==> src/rtl/product_accumulator_pkg.sv <==
// Shared constants and FSM encoding for the product accumulator.
//   ACC_W_DEF / CNT_W_DEF : default accumulator and beat-count widths
//   PROD_W                : width of one upstream 4x4 product
//   state_e               : IDLE / ACC / DONE encodings
package product_accumulator_pkg;

  localparam int unsigned ACC_W_DEF = 12;
  localparam int unsigned CNT_W_DEF = 4;
  localparam int unsigned PROD_W    = 8;

  typedef enum logic [1:0] {
    IDLE = 2'd0,
    ACC  = 2'd1,
    DONE = 2'd2
  } state_e;

endpackage

==> src/rtl/acc_adder.sv <==
// Combinational ACC_W-bit adder forming the next accumulator value.
//   a_i   : current accumulator
//   b_i   : zero-extended product
//   sum_o : a_i + b_i, wrapping modulo 2^ACC_W
module acc_adder #(
  parameter int unsigned ACC_W = 12
) (
  input  logic [ACC_W-1:0] a_i,
  input  logic [ACC_W-1:0] b_i,
  output logic [ACC_W-1:0] sum_o
);

  assign sum_o = a_i + b_i;

endmodule

==> src/rtl/product_accumulator.sv <==
// Sums a programmed number of 8-bit products and hands the total downstream
// with a valid/ready handshake.
//   clk, rst            : clock, asynchronous active-high reset
//   start, count        : launch a run of 'count' beats (sampled in IDLE)
//   R, in_valid/in_ready: product input handshake (ready only in ACC)
//   sum, out_valid/ready: registered result handshake (held in DONE)
//   busy                : high whenever the FSM is not IDLE
module product_accumulator
  import product_accumulator_pkg::*;
#(
  parameter int unsigned ACC_W = ACC_W_DEF,
  parameter int unsigned CNT_W = CNT_W_DEF
) (
  input  logic              clk,
  input  logic              rst,
  input  logic              start,
  input  logic [CNT_W-1:0]  count,
  input  logic [PROD_W-1:0] R,
  input  logic              in_valid,
  output logic              in_ready,
  output logic [ACC_W-1:0]  sum,
  output logic              out_valid,
  input  logic              out_ready,
  output logic              busy
);

  state_e             state_q, state_d;
  logic [ACC_W-1:0]   acc_q, acc_d;
  logic [CNT_W-1:0]   rem_q, rem_d;
  logic               in_ready_q, out_valid_q, busy_q;
  logic [ACC_W-1:0]   add_c;

  // Next accumulator value for an accepted beat
  acc_adder #(.ACC_W(ACC_W)) u_acc_adder (
    .a_i   (acc_q),
    .b_i   (ACC_W'(R)),
    .sum_o (add_c)
  );

  // State and datapath registers; status flags are registered from the
  // next state so they line up with the state they describe.
  always_ff @(posedge clk or posedge rst) begin
    if (rst) begin
      state_q     <= IDLE;
      acc_q       <= '0;
      rem_q       <= '0;
      in_ready_q  <= 1'b0;
      out_valid_q <= 1'b0;
      busy_q      <= 1'b0;
    end else begin
      state_q     <= state_d;
      acc_q       <= acc_d;
      rem_q       <= rem_d;
      in_ready_q  <= (state_d == ACC);
      out_valid_q <= (state_d == DONE);
      busy_q      <= (state_d != IDLE);
    end
  end

  // Next-state and datapath update
  always_comb begin
    state_d = state_q;
    acc_d   = acc_q;
    rem_d   = rem_q;
    unique case (state_q)
      IDLE: begin
        if (start) begin
          acc_d = '0;
          if (count != '0) begin
            rem_d   = count;
            state_d = ACC;
          end else begin
            state_d = DONE;
          end
        end
      end
      ACC: begin
        // in_ready_q is high throughout ACC, so in_valid alone marks a beat
        if (in_valid && in_ready_q) begin
          acc_d = add_c;
          rem_d = rem_q - CNT_W'(1);
          if (rem_q == CNT_W'(1)) begin
            state_d = DONE;
          end
        end
      end
      DONE: begin
        if (out_ready) begin
          state_d = IDLE;
        end
      end
      default: begin
        state_d = IDLE;
      end
    endcase
  end

  assign sum       = acc_q;
  assign in_ready  = in_ready_q;
  assign out_valid = out_valid_q;
  assign busy      = busy_q;

endmodule

==> config.mk <==
export PLATFORM = sky130hd
export DESIGN_NAME = product_accumulator
export DESIGN_NICKNAME = d
export VERILOG_FILES = /design/src/rtl/product_accumulator_pkg.sv /design/src/rtl/acc_adder.sv /design/src/rtl/product_accumulator.sv
export SDC_FILE = /design/constraint.sdc
export NUM_CORES = 1
export LEC_CHECK = 0
export ABC_AREA = 0
export CAP_MARGIN = 20
export CORE_UTILIZATION = 35
export CTS_BUF_LIST = sky130_fd_sc_hd__clkbuf_16
export CTS_CLUSTER_DIAMETER = 60
export DETAILED_ROUTE_END_ITERATION = 12
export GPL_ROUTABILITY_DRIVEN = 0
export PLACE_DENSITY = 0.67
export SLEW_MARGIN = 20
export SYNTH_ARGS = -nofsm -noshare
export SYNTH_HDL_FRONTEND = slang
export SYNTH_SLANG_ARGS = --single-unit
==> constraint.sdc <==
create_clock -name clk -period 1.9 [get_ports clk]
set_input_delay 0.19 -clock clk [delete_from_list [all_inputs] [get_ports clk]]
set_output_delay 0.19 -clock clk [all_outputs]
set_load 0.05 [all_outputs]
# Yosys cells after proc, flatten, opt, wreduce, memory -nomap -nowiden
# Cells that the tools add are included.
[op_classes]
addsub = 2
n_eq_ne = 8
muxes = 13
reduce_logical = 7
[ops]
columns = ["op", "count"]
rows = [
  ["2-to-1 mux 12 bit", 2],
  ["case mux 12 bit (2 select lines)", 1],
  ["adder 12 x 8 -> 12 bit", 1],
  ["2-to-1 mux 4 bit", 3],
  ["2-to-1 mux 2 bit", 5],
  ["case mux 4 bit (2 select lines)", 1],
  ["!= test 2 bit, second input constant", 3],
  ["case mux 2 bit (3 select lines)", 1],
  ["== test 2 x 1 -> 1 bit, second input constant", 2],
  ["== test 2 bit, second input constant", 2],
  ["== test 4 x 1 -> 1 bit, second input constant", 1],
  ["AND reduction 4 bit", 1],
  ["nonzero test 2 bit", 2],
  ["nonzero test 4 bit", 1],
  ["subtractor 4 x 1 -> 4 bit, second input constant", 1],
  ["AND reduction 3 bit", 1],
  ["logical NOT 2 bit", 1],
  ["logical AND 1 bit", 1],
]
[word_totals]
reg_bits = 21
output_inout_bits = 15

# Logic depth before layout (Yosys ltp)
# Gate-level depths: netlist of run 1.
[depth]
ltp_word = 5
mapped_depth = 7

# Modules after synthesis
# From an unflattened synthesis of run 1, not the netlist that was laid out.
[unflattened]
cells_unflattened = 174
area_unflattened_um2 = 1576.5
[modules_own_cells]
columns = ["module", "n_inst", "cells_each", "area_each_um2"]
rows = [
  ["product_accumulator", 1, 115, 1073.5],
  ["acc_adder", 1, 59, 503.0],
]

# Least setup slack after synthesis of run 1
# No wires, ideal clock.
[synth_timing]
path_type = "register -> register"
from = "reg acc_q[0], in the netlist sum[0]"
to = "reg acc_q[6], in the netlist sum[6]"
setup_ps = 121
arrival_ps = 2139
t_required_ps = 1779
slack_ps = -360
path_stages_with_launch = 8
n_path_buf = 0
synth_period_minus_slack_ps = 2260
cell_sequence = "dfrtp_1 -> ha_1 -> fa_1 -> a21o_1 -> o21ai_0 -> nand2_1 -> xor2_1 -> a22o_1"
[synth_between]
elab_chain_cells = 3
[synth_lines]
columns = ["item", "line_no", "source"]
rows = [
  ["start: declaration", "product_accumulator.sv:28", "logic [ACC_W-1:0] acc_q, acc_d;"],
  ["start signal: assignment", "product_accumulator.sv:45", "acc_q <= '0;"],
  ["start signal: assignment", "product_accumulator.sv:52", "acc_q <= acc_d;"],
  ["adder 12 x 8 -> 12 bit", "acc_adder.sv:13", "assign sum_o = a_i + b_i;"],
  ["2-to-1 mux 12 bit", "product_accumulator.sv:79", "if (in_valid && in_ready_q) begin"],
  ["case mux 12 bit (2 select lines)", "product_accumulator.sv:65", "unique case (state_q)"],
]
# No other way between the ends. The select of a mux whose other input is x is not followed.
# A chain may end at the register's enable or synchronous reset.

# Final worst setup path of run 1
# Ends and elaborated chain as after synthesis.

==> results of run 1 <==
through the flow:
step / hold slack [ns] / setup slack [ns] / total power, mW / util
final: 0.259 / 0.0585 / 3.10 / 0.550
after CTS: 0.278 / 0.0276 / 3.09 / 0.546
after floorplan: 0.166 / -0.0302 / 2.05 / -
after global routing: 0.296 / -0.0235 / 3.32 / 0.550
after detailed placement: 0.513 / -0.219 / 2.63 / 0.523
after global placement: 0.495 / -0.157 / 2.57 / 0.523
worst max-delay path, stage by stage, from the launching register on:
cell,delay (ns)
dfrtp_2,0.42
ha_4,0.17
fa_2,0.34
a21o_1,0.19
o21ai_2,0.18
nand2_1,0.09
xor2_1,0.15
a22o_1,0.18
path summary, 6_finish.rpt:
kind | slack, ns | endpoint | from | depth (start not counted)
setup / recovery | 0.06 | sum[6] | sum[0] | 7
hold reg to reg | 0.52 | sum[7] | sum[7] | 1
setup reg to reg | 0.06 | sum[6] | sum[0] | 7
min in group clk | 0.52 | sum[7] | sum[7] | 1
hold / removal | 0.26 | sum[8] | rst | 3
max in group asynchronous | 1.40 | sum[2] | rst | 3
logic make-up after synthesis:
logic type / count (synthesis)
xor gates and xnor gates: 6
DFF: 21
adders and majority gates: 11
and+or+nand+nor: 44
buffers and inverters: 7
muxes: 2
AOI/OAI and AO/OA: 44
metal layers:
layer	vias to the layer above	global-route usage	wire length (µm)
li1	586	-	-
met1	563	0.197	1380
met2	26	0.297	1620
met3	5	0.0399	123
met4	0	0.0523	36
met5	-	0	0
synth_stat cells:
cell type | number | share of area
and4b_1 | 1 | 0.0076
mux2i_1 | 2 | 0.015
o211ai_1 | 1 | 0.0057
nor2_4 | 1 | 0.0086
a211oi_1 | 2 | 0.011
xnor2_1 | 4 | 0.027
o21ai_0 | 13 | 0.050
and2_1 | 1 | 0.0048
o211a_1 | 1 | 0.0076
buf_2 | 1 | 0.0038
buf_6 | 1 | 0.0086
a22oi_1 | 1 | 0.0057
a41o_1 | 1 | 0.0076
inv_1 | 4 | 0.011
nor3_1 | 1 | 0.0038
a21bo_1 | 1 | 0.0076
nor2_1 | 10 | 0.029
nand3_1 | 5 | 0.019
a31o_1 | 1 | 0.0067
or2b_1 | 1 | 0.0057
ha_1 | 10 | 0.096
nand2_1 | 15 | 0.043
nor3b_1 | 1 | 0.0057
nor3b_2 | 1 | 0.0096
o21ai_1 | 1 | 0.0038
a32o_1 | 1 | 0.0076
a21o_4 | 1 | 0.011
clkbuf_1 | 1 | 0.0029
fa_1 | 1 | 0.015
a21oi_1 | 10 | 0.038
o31ai_1 | 1 | 0.0057
nor4_1 | 1 | 0.0048
a31oi_4 | 1 | 0.016
a21o_1 | 4 | 0.023
or3_1 | 2 | 0.0096
nor2b_1 | 1 | 0.0048
or2_2 | 2 | 0.0096
nand4_1 | 1 | 0.0048
xor2_1 | 2 | 0.013
dfrtp_1 | 21 | 0.40
a22o_1 | 4 | 0.027
cell type report:
cell class | instances | area (µm²) | area share
Clock buffer | 3 | 75.1 | 0.0394
Clock inverter | 1 | 3.75 | 0.00197
Inverter | 4 | 15.0 | 0.00787
Multi-Input combinational cell | 107 | 793 | 0.416
Sequential cell | 21 | 532 | 0.279
Tap cell | 46 | 57.6 | 0.0302
Timing Repair Buffer | 47 | 430 | 0.226
power groups by stage:
stage	combinational (mW)	clock, mW	sequential [mW]
after floorplan	0.906	0	1.15
after global placement	1.79	0	0.781
after detailed placement	1.84	0	0.795
after CTS	1.85	0.456	0.788
after global routing	2.04	0.472	0.812
final	1.87	0.449	0.786
registers in the layout (all words and copies together) (netlist names):
name	flops
out_valid	1
state_q	2
sum	12
busy	1
rem_q	4
in_ready	1
repair_timing:
action | 4_1_cts | 5_1_grt
gates resized for setup | 0 | 1
setup buffers | 0 | 1
setup endpoints to repair | 0 | 3
==> impl_results.md, run 1 <==
* Status: completed
* Switch share at 0.450
* Total die area at 0.00399 mm²
* Maximum clock insertion buffer count at 2
* Tmin final at 1.84 ns
* Die X-Extent at 63.2 µm
* Number of placement rows at 21
* Worst Path Required at 2.05 ns
* Vias per cell at 5.15
* Post-Route WL at 3160 µm
* Crit share post-route at 0.969
* GR Overflow Total at 0
* Core area at 0.00347 mm²
* Adder-Cell Fraction of Synth Area at 0.111
* Vias at 1,180
* H-tree levels at 1
* Die H at 63.2 µm
* Largest net degree at the start of global routing at 22
* Diodes inserted at 0
* Initial antenna violation count at 0
* Global Route Usage Sum at 0.168
* Most frequent cells in the layout: 31 x clkdlybuf4s50_1, 16 x dfrtp_1, 16 x buf_4
* Final Non-Filler Cells at 229
* Area growth syn-to-layout at 45.7%
* Pins Over Slew Limit at 0
* Syn Std Cell Area at 0.00131 mm²
* Critical Path AT at 1.99 ns
* DP HPWL at 2430 µm
* Startpoint Class: flip-flop
* Post-synthesis mux area share at 0.0153
* Max Cap Viol at 0
* Psw at 1.40 mW
* Main combinational cell family by area after synthesis: compound AO/OA/AOI/OAI gates
* Post-route ant nets at 0
* Top fanout value on the critical path at 2
* Crit. End Element: flip-flop
* TritonRoute pass-1 iters at 6
* Clock power frac at 0.145
* CTS tree: yes
* Wirelength per Cell at 13.8 µm
* Final Hold Fails at 0
* Port-buffer cells at 31
* Post-synthesis sequential area ratio at 0.402
* Hold WC Path Type: in -> async
* Most common cell after layout, fill and taps aside: clkdlybuf4s50_1
* Total CTS buffers at 3
* Worst vdd ir at 776 µV
* Critical Setup Path Class: reg -> reg
* Leak at 0.873 nW
* Clock Sink Count at 21
* Comb pwr share at 0.602
* Net Count, Synth at 163
* Hold-fix buffers at CTS at 0
* Setup TNS at 0 ns
* Mapped Avg Cell Area at 9.69 µm²
* Power per Cell Area at 1630 mW/mm²
* Relative slew slack at 0.661
* Clock latency on the worst-skew pair at 0.26 ns
* Skew final at 0.00318 ns
* P_int at 1.71 mW
* Io pins at 32
* Synth Area in Simple Gates at 0.170
* Cell count after synthesis at 135
* Worst Max-Slew Pin Slew at 0.507 ns
* FF+latch count, synth at 21
* Placed cell areas at 0.00182 mm²
* Synth unique cells at 41
* Max Fclk at 543 MHz
* # DRC at 0
* Finished layout cell area at 0.00191 mm²
* DR iter-0 viols at 50
* Unrepaired setup endpoints after global routing: true
* Clk slew on worst S/H paths at 0.06 ns
* Synth Warn # at 0
* First-pass GRT wire length at 5170 µm
* Vias in the first global route at 1,115
* Layout cells sized above 1 at 0.202
* Cell total after placement at 224
* # fillers at 319
* Initial Utilization at 0.377
* Sequential power share at 0.253
* Fin nets at 212
* Complex-gate fraction of the synthesized area at 0.235
* Clk root buf: clkbuf_16
* Setup Viol. Count Final at 0
* XOR/XNOR Fraction of Synth Area at 0.0402
(Power assumes the default switching activity.)
==> run 2: changes to the inputs <==
Settings changed: CORE_MARGIN from default to 2.
==> run 2 against run 1 <==
Via count decreased by 3.1%. Cell count is 0.44% lower. Count of clock-buffer cells in the layout did not move. Clock power decreased by 4%. Sequential cell count unchanged. Total power decreased by 1.7%. Hold slack improved by 0.012 ns. Maximum frequency shrank 1.8%.
==> impl_results.md, run 2 (synthesized netlist as in run 1, its figures left out) <==
* Global Route Usage Sum at 0.155 (was 0.168)
* Clk slew on worst S/H paths at 0.06 ns (about the same)
* Top fanout value on the critical path at 3 (was 2)
* Final Non-Filler Cells at 228 (was 229)
* Leak at 0.867 nW (was 0.873 nW)
* Layout cells sized above 1 at 0.194 (was 0.202)
* Total CTS buffers at 3 (unchanged)
* Slowest cell on the critical path: dfrtp_2 (unchanged)
* Critical Path AT at 2.02 ns (was 1.99 ns)
* Setup ws final at 0.0241 ns (was 0.0585 ns)
* Post-route ant nets at 0 (unchanged)
* DR iter-0 viols at 40 (was 50)
* Hold WC Path Type: in -> async (unchanged)
* Utilization after layout at 0.521 (was 0.550)
* Worst Max-Slew Pin Slew at 0.502 ns (was 0.507 ns)
* DP HPWL at 2410 µm (was 2430 µm)
* Die X-Extent at 65.2 µm (was 63.2 µm)
* Cell total after placement at 224 (unchanged)
* Vias in the first global route at 1,183 (was 1,115)
* Setup Viol. Count Final at 0 (unchanged)
* Worst Path Required at 2.04 ns (was 2.05 ns)
* Crit path cell chain: ha_4 -> fa_2 -> a21o_1 -> o21ai_2 -> nand2_1 -> xor2_1 -> a22o_1 (unchanged)
* Total die area at 0.00424 mm² (was 0.00399 mm²)
* H-tree levels at 1 (unchanged)
* Initial antenna violation count at 0 (unchanged)
* Most common cell after layout, fill and taps aside: clkdlybuf4s50_1 (unchanged)
* Fin nets at 209 (was 212)
* Final Hold Fails at 0 (unchanged)
* Power per Cell Area at 1610 mW/mm² (was 1630 mW/mm²)
* Die H at 65.2 µm (was 63.2 µm)
* TritonRoute pass-1 iters at 4 (was 6)
* Hold-fix buffers at CTS at 0 (unchanged)
* Worst vdd ir at 615 µV (was 776 µV)
* Initial Utilization at 0.360 (was 0.377)
* First-pass GRT wire length at 5180 µm (was 5170 µm)
* Max reg flops at 12 (unchanged)
* Diodes inserted at 0 (unchanged)
* Critical path buffer and inverter count at 0 (unchanged)
* Core area at 0.00363 mm² (was 0.00347 mm²)
* GR Overflow Total at 0 (unchanged)
* Pins Over Slew Limit at 0 (unchanged)
* Status: completed (unchanged)
* Tmin final at 1.88 ns (was 1.84 ns)
* Wirelength per Cell at 12.9 µm (was 13.8 µm)
* Unrepaired setup endpoints after global routing: true (unchanged)
* Hold Slack at 0.271 ns (was 0.259 ns)
* Post-Route WL at 2940 µm (was 3160 µm)
* Clock Sink Count at 21 (unchanged)
* Crit. End Element: flip-flop (unchanged)
* Skew final at 0.00273 ns (was 0.00318 ns)
* Worst path max stage delay at 0.43 ns (was 0.42 ns)
* Startpoint Class: flip-flop (unchanged)
* Critical Setup Path Class: reg -> reg (unchanged)
* Port-buffer cells at 31 (unchanged)
* Clk root buf: clkbuf_16 (unchanged)
* Io pins at 32 (unchanged)
* Number of placement rows at 22 (was 21)
* Crit share post-route at 0.987 (was 0.969)
* Vias at 1,144 (was 1,180)
* Relative slew slack at 0.664 (was 0.661)
* Max Cap Viol at 0 (unchanged)
* Vias per cell at 5.02 (was 5.15)
* Post-CTS Setup Bufs at 0 (unchanged)
* # DRC at 0 (unchanged)
* Maximum clock insertion buffer count at 2 (unchanged)
* CTS tree: yes (unchanged)
* Setup TNS at 0 ns (unchanged)
* Most frequent cells in the layout: 30 x clkdlybuf4s50_1, 16 x dfrtp_1, 15 x nand2_1 (was 31 x clkdlybuf4s50_1, 16 x dfrtp_1, 16 x buf_4)
* Dpl ws at -0.204 ns (was -0.219 ns)
* Max Fclk at 533 MHz (was 543 MHz)
* Clock latency on the worst-skew pair at 0.25 ns (was 0.26 ns)
* Largest net degree at the start of global routing at 22 (unchanged)
* CP delay by family, top: compound AO/OA/AOI/OAI gates (unchanged)
* Area growth syn-to-layout at 44.6% (was 45.7%)
[run 2: tightest hold or removal path: cells and delay by family]
family / cells / cell delay [ns]
buf+inv: 3 / 0.71
[run 2: layer usage]
layer,share of wire,track usage
met5,0,0
met4,0.0058,0.0313
met1,0.44,0.185
met3,0.037,0.0342
met2,0.51,0.285
[run 2: per-stage QoR]
stage / area [µm²] / power (mW)
floorplan: 1360 / 2.05
global placement: 1800 / 2.57
detailed placement: 1800 / 2.62
CTS: 1880 / 3.07
global route: 1890 / 3.29
finish: 1890 / 3.05
[run 2: final timing paths]
check,start,to,slack (ns),depth (start not counted)
worst min-delay path,rst,rem_q[1],0.27,3
min in group clk,sum[2],sum[2],0.52,2
worst max-delay path,sum[0],sum[6],0.02,7
max in group asynchronous,rst,sum[4],1.39,3
worst min register to register,sum[2],sum[2],0.52,2
worst max register to register,sum[0],sum[6],0.02,7
[run 2: where the power goes]
part           switching (mW)  internal, mW  total [mW]
clock                   0.152         0.280       0.432
combinational            1.05         0.773        1.83
sequential              0.164         0.627       0.791
[run 2: final cells by class]
class / instances / area, µm²
Fill cell: 358 / 1740
Multi-Input combinational cell: 107 / 797
Sequential cell: 21 / 532
Timing Repair Buffer: 44 / 410
Clock buffer: 3 / 75.1
Tap cell: 48 / 60.1
Inverter: 4 / 15.0
Clock inverter: 1 / 3.75
[run 2: timing repair]
action	4_1_cts	5_1_grt
gates resized for setup	0	3
hold endpoints to repair	0	0
endpoints found under the setup margin	0	5
==> run 3: changes to the inputs <==
Settings changed: CTS_CLUSTER_DIAMETER 60 to default, GPL_TIMING_DRIVEN from default to 1, PLACE_DENSITY 0.67 to 0.65.
Clock period 1.9 ns to 1.95 ns, I/O delays scaled along.
==> run 3 against run 2 <==
Cell count rose by 1.3%. Global-route usage grew 0.22 points. First-iteration DRC count rose by 38%. Register-to-register slack gained 0.05 ns. Total power fell by 1.6%. Count of clock-buffer cells in the layout is the same. Sequential power is 2.7% lower. Sequential share of layout area is 0.20 points lower. Non-clock buffer count increased by 3. Core utilization rose by 0.38 points. Design area increased by 0.73%. Critical path type unchanged.
==> impl_results.md, run 3 (synthesized netlist as in run 1, its figures left out) <==
* Crit path cell chain: ha_4 -> fa_2 -> a21o_1 -> o21ai_2 -> nand2_1 -> xor2_1 -> a22o_1 (unchanged)
* Diodes inserted at 0 (unchanged)
* Critical path buffer and inverter count at 0 (unchanged)
* Vias at 1,192 (was 1,144)
* GR Overflow Total at 0 (unchanged)
* # DRC at 0 (unchanged)
* Leak at 0.871 nW (was 0.867 nW)
* Maximum clock insertion buffer count at 2 (unchanged)
* TritonRoute pass-1 iters at 4 (unchanged)
* Total die area at 0.00424 mm² (unchanged)
* Setup Viol. Count Final at 0 (unchanged)
* Status: completed (unchanged)
* Critical Setup Path Class: reg -> reg (unchanged)
* Worst vdd ir at 745 µV (was 615 µV)
* Area growth syn-to-layout at 45.7% (was 44.6%)
* Largest net degree at the start of global routing at 14 (was 22)
* Total CTS buffers at 3 (unchanged)
* Hold WC Path Type: in -> async (unchanged)
* Clk root buf: clkbuf_16 (unchanged)
* Worst path max stage delay at 0.42 ns (was 0.43 ns)
* Worst Path Required at 2.09 ns (was 2.04 ns)
* Wirelength per Cell at 13.0 µm (was 12.9 µm)
* Post-route ant nets at 0 (unchanged)
* Crit. End Element: flip-flop (unchanged)
* Top fanout value on the critical path at 3 (unchanged)
* H-tree levels at 1 (unchanged)
* CP delay by family, top: compound AO/OA/AOI/OAI gates (unchanged)
* Die H at 65.2 µm (unchanged)
* Initial Utilization at 0.360 (unchanged)
* Initial antenna violation count at 0 (unchanged)
* Post-Route WL at 3010 µm (was 2940 µm)
* Max Cap Viol at 0 (unchanged)
* Dpl ws at -0.168 ns (was -0.204 ns)
* Unrepaired setup endpoints after global routing: true (unchanged)
* Worst Max-Slew Pin Slew at 0.499 ns (was 0.502 ns)
* Clk slew on worst S/H paths at 0.06 ns (about the same)
* Pins Over Slew Limit at 0 (unchanged)
* Placed cell areas at 0.00180 mm² (about the same)
* DR iter-0 viols at 55 (was 40)
* Clock Sink Count at 21 (unchanged)
* Most common cell after layout, fill and taps aside: clkdlybuf4s50_1 (unchanged)
* Most frequent cells in the layout: 31 x clkdlybuf4s50_1, 16 x dfrtp_1, 16 x buf_4 (was 30 x clkdlybuf4s50_1, 16 x dfrtp_1, 15 x nand2_1)
* Relative slew slack at 0.666 (was 0.664)
* Io pins at 32 (unchanged)
* Power per Cell Area at 1570 mW/mm² (was 1610 mW/mm²)
* Tmin final at 1.87 ns (was 1.88 ns)
* Global Route Usage Sum at 0.157 (was 0.155)
* Max Fclk at 534 MHz (was 533 MHz)
* Slowest cell on the critical path: dfrtp_2 (unchanged)
* Finished layout cell area at 0.00191 mm² (was 0.00189 mm²)
* DP HPWL at 2370 µm (was 2410 µm)
* Layout cells sized above 1 at 0.202 (was 0.194)
* Max reg flops at 12 (unchanged)
* Skew final at 0.00492 ns (was 0.00273 ns)
* Core area at 0.00363 mm² (unchanged)
* Clock latency on the worst-skew pair at 0.25 ns (about the same)
* Critical Path AT at 2.02 ns (about the same)
* Vias in the first global route at 1,206 (was 1,183)
* CTS tree: yes (unchanged)
* Hold-fix buffers at CTS at 0 (unchanged)
* Crit share post-route at 0.961 (was 0.987)
* First-pass GRT wire length at 5290 µm (was 5180 µm)
* Port-buffer cells at 31 (unchanged)
* Final Hold Fails at 0 (unchanged)
* Die X-Extent at 65.2 µm (unchanged)
* Startpoint Class: flip-flop (unchanged)
* Number of placement rows at 22 (unchanged)
* Fin nets at 212 (was 209)
* Vias per cell at 5.16 (was 5.02)
* Setup ws final at 0.0761 ns (was 0.0241 ns)
-- run 3: changes by cell type in the layout (fill, tap and decap cells not counted), sizes merged --
cell / change
dlymetal6s2s: -1
inv: -1
clkdlybuf4s50: +1
clkinv: +1
buf: +3
-- run 3: per-stage QoR --
step / total power, mW / hold WS, ns / utilization / TNS [ns] / std cells
2_1_floorplan: 1.98 / 0.171 / - / -0.0162 / 135
3_3_place_gp: 2.50 / 0.488 / 0.494 / -0.594 / 226
3_5_place_dp: 2.54 / 0.488 / 0.494 / -0.862 / 226
4_1_cts: 2.99 / 0.218 / 0.517 / 0 / 230
5_1_grt: 3.23 / 0.241 / 0.525 / -0.0111 / 231
6_report: 3.00 / 0.211 / 0.525 / 0 / 231
-- run 3: report_power, final --
| group | switching, mW | internal, mW | total [mW] |
|---|---|---|---|
| combinational | 1.03 | 0.770 | 1.80 |
| clock | 0.155 | 0.275 | 0.430 |
| sequential | 0.159 | 0.611 | 0.770 |
-- run 3: per-layer routing --
metal	track usage	up-vias	wire, µm
li1	-	588	-
met3	0.0377	4	142
met4	0.0286	0	21
met1	0.200	576	1350
met2	0.273	24	1500
met5	0	-	0
-- run 3: worst register-to-register path: cells and delay by family (launching register included) --
| family | cells | cell delay (ns) |
|---|---|---|
| compound gates | 3 | 0.59 |
| simple gates | 1 | 0.09 |
| xor+xnor | 1 | 0.16 |
| fa+ha+maj | 2 | 0.51 |
| flops | 1 | 0.42 |
-- run 3: path summary, 6_finish.rpt --
| check | from | end | slack (ns) | depth (start not counted) |
|---|---|---|---|---|
| worst max-delay path | sum[0] | sum[6] | 0.08 | 7 |
| worst min-delay path | rst | sum[6] | 0.21 | 2 |
| worst max register to register | sum[0] | sum[6] | 0.08 | 7 |
| worst min register to register | sum[2] | sum[2] | 0.51 | 2 |
| max in group asynchronous | rst | state_q[0] | 1.23 | 3 |
| min in group clk | sum[2] | sum[2] | 0.51 | 2 |
-- run 3: area by class of cell --
class	count	area, µm²
Fill cell	347	1730
Multi-Input combinational cell	107	790
Sequential cell	21	532
Timing Repair Buffer	47	430
Clock buffer	3	75.1
Tap cell	48	60.1
Inverter	4	15.0
Clock inverter	1	5.00
-- run 3: repair_timing --
item                       4_1_cts  5_1_grt
gates resized for setup          0        4
setup endpoints to repair        0        2
setup buffers                    0        1
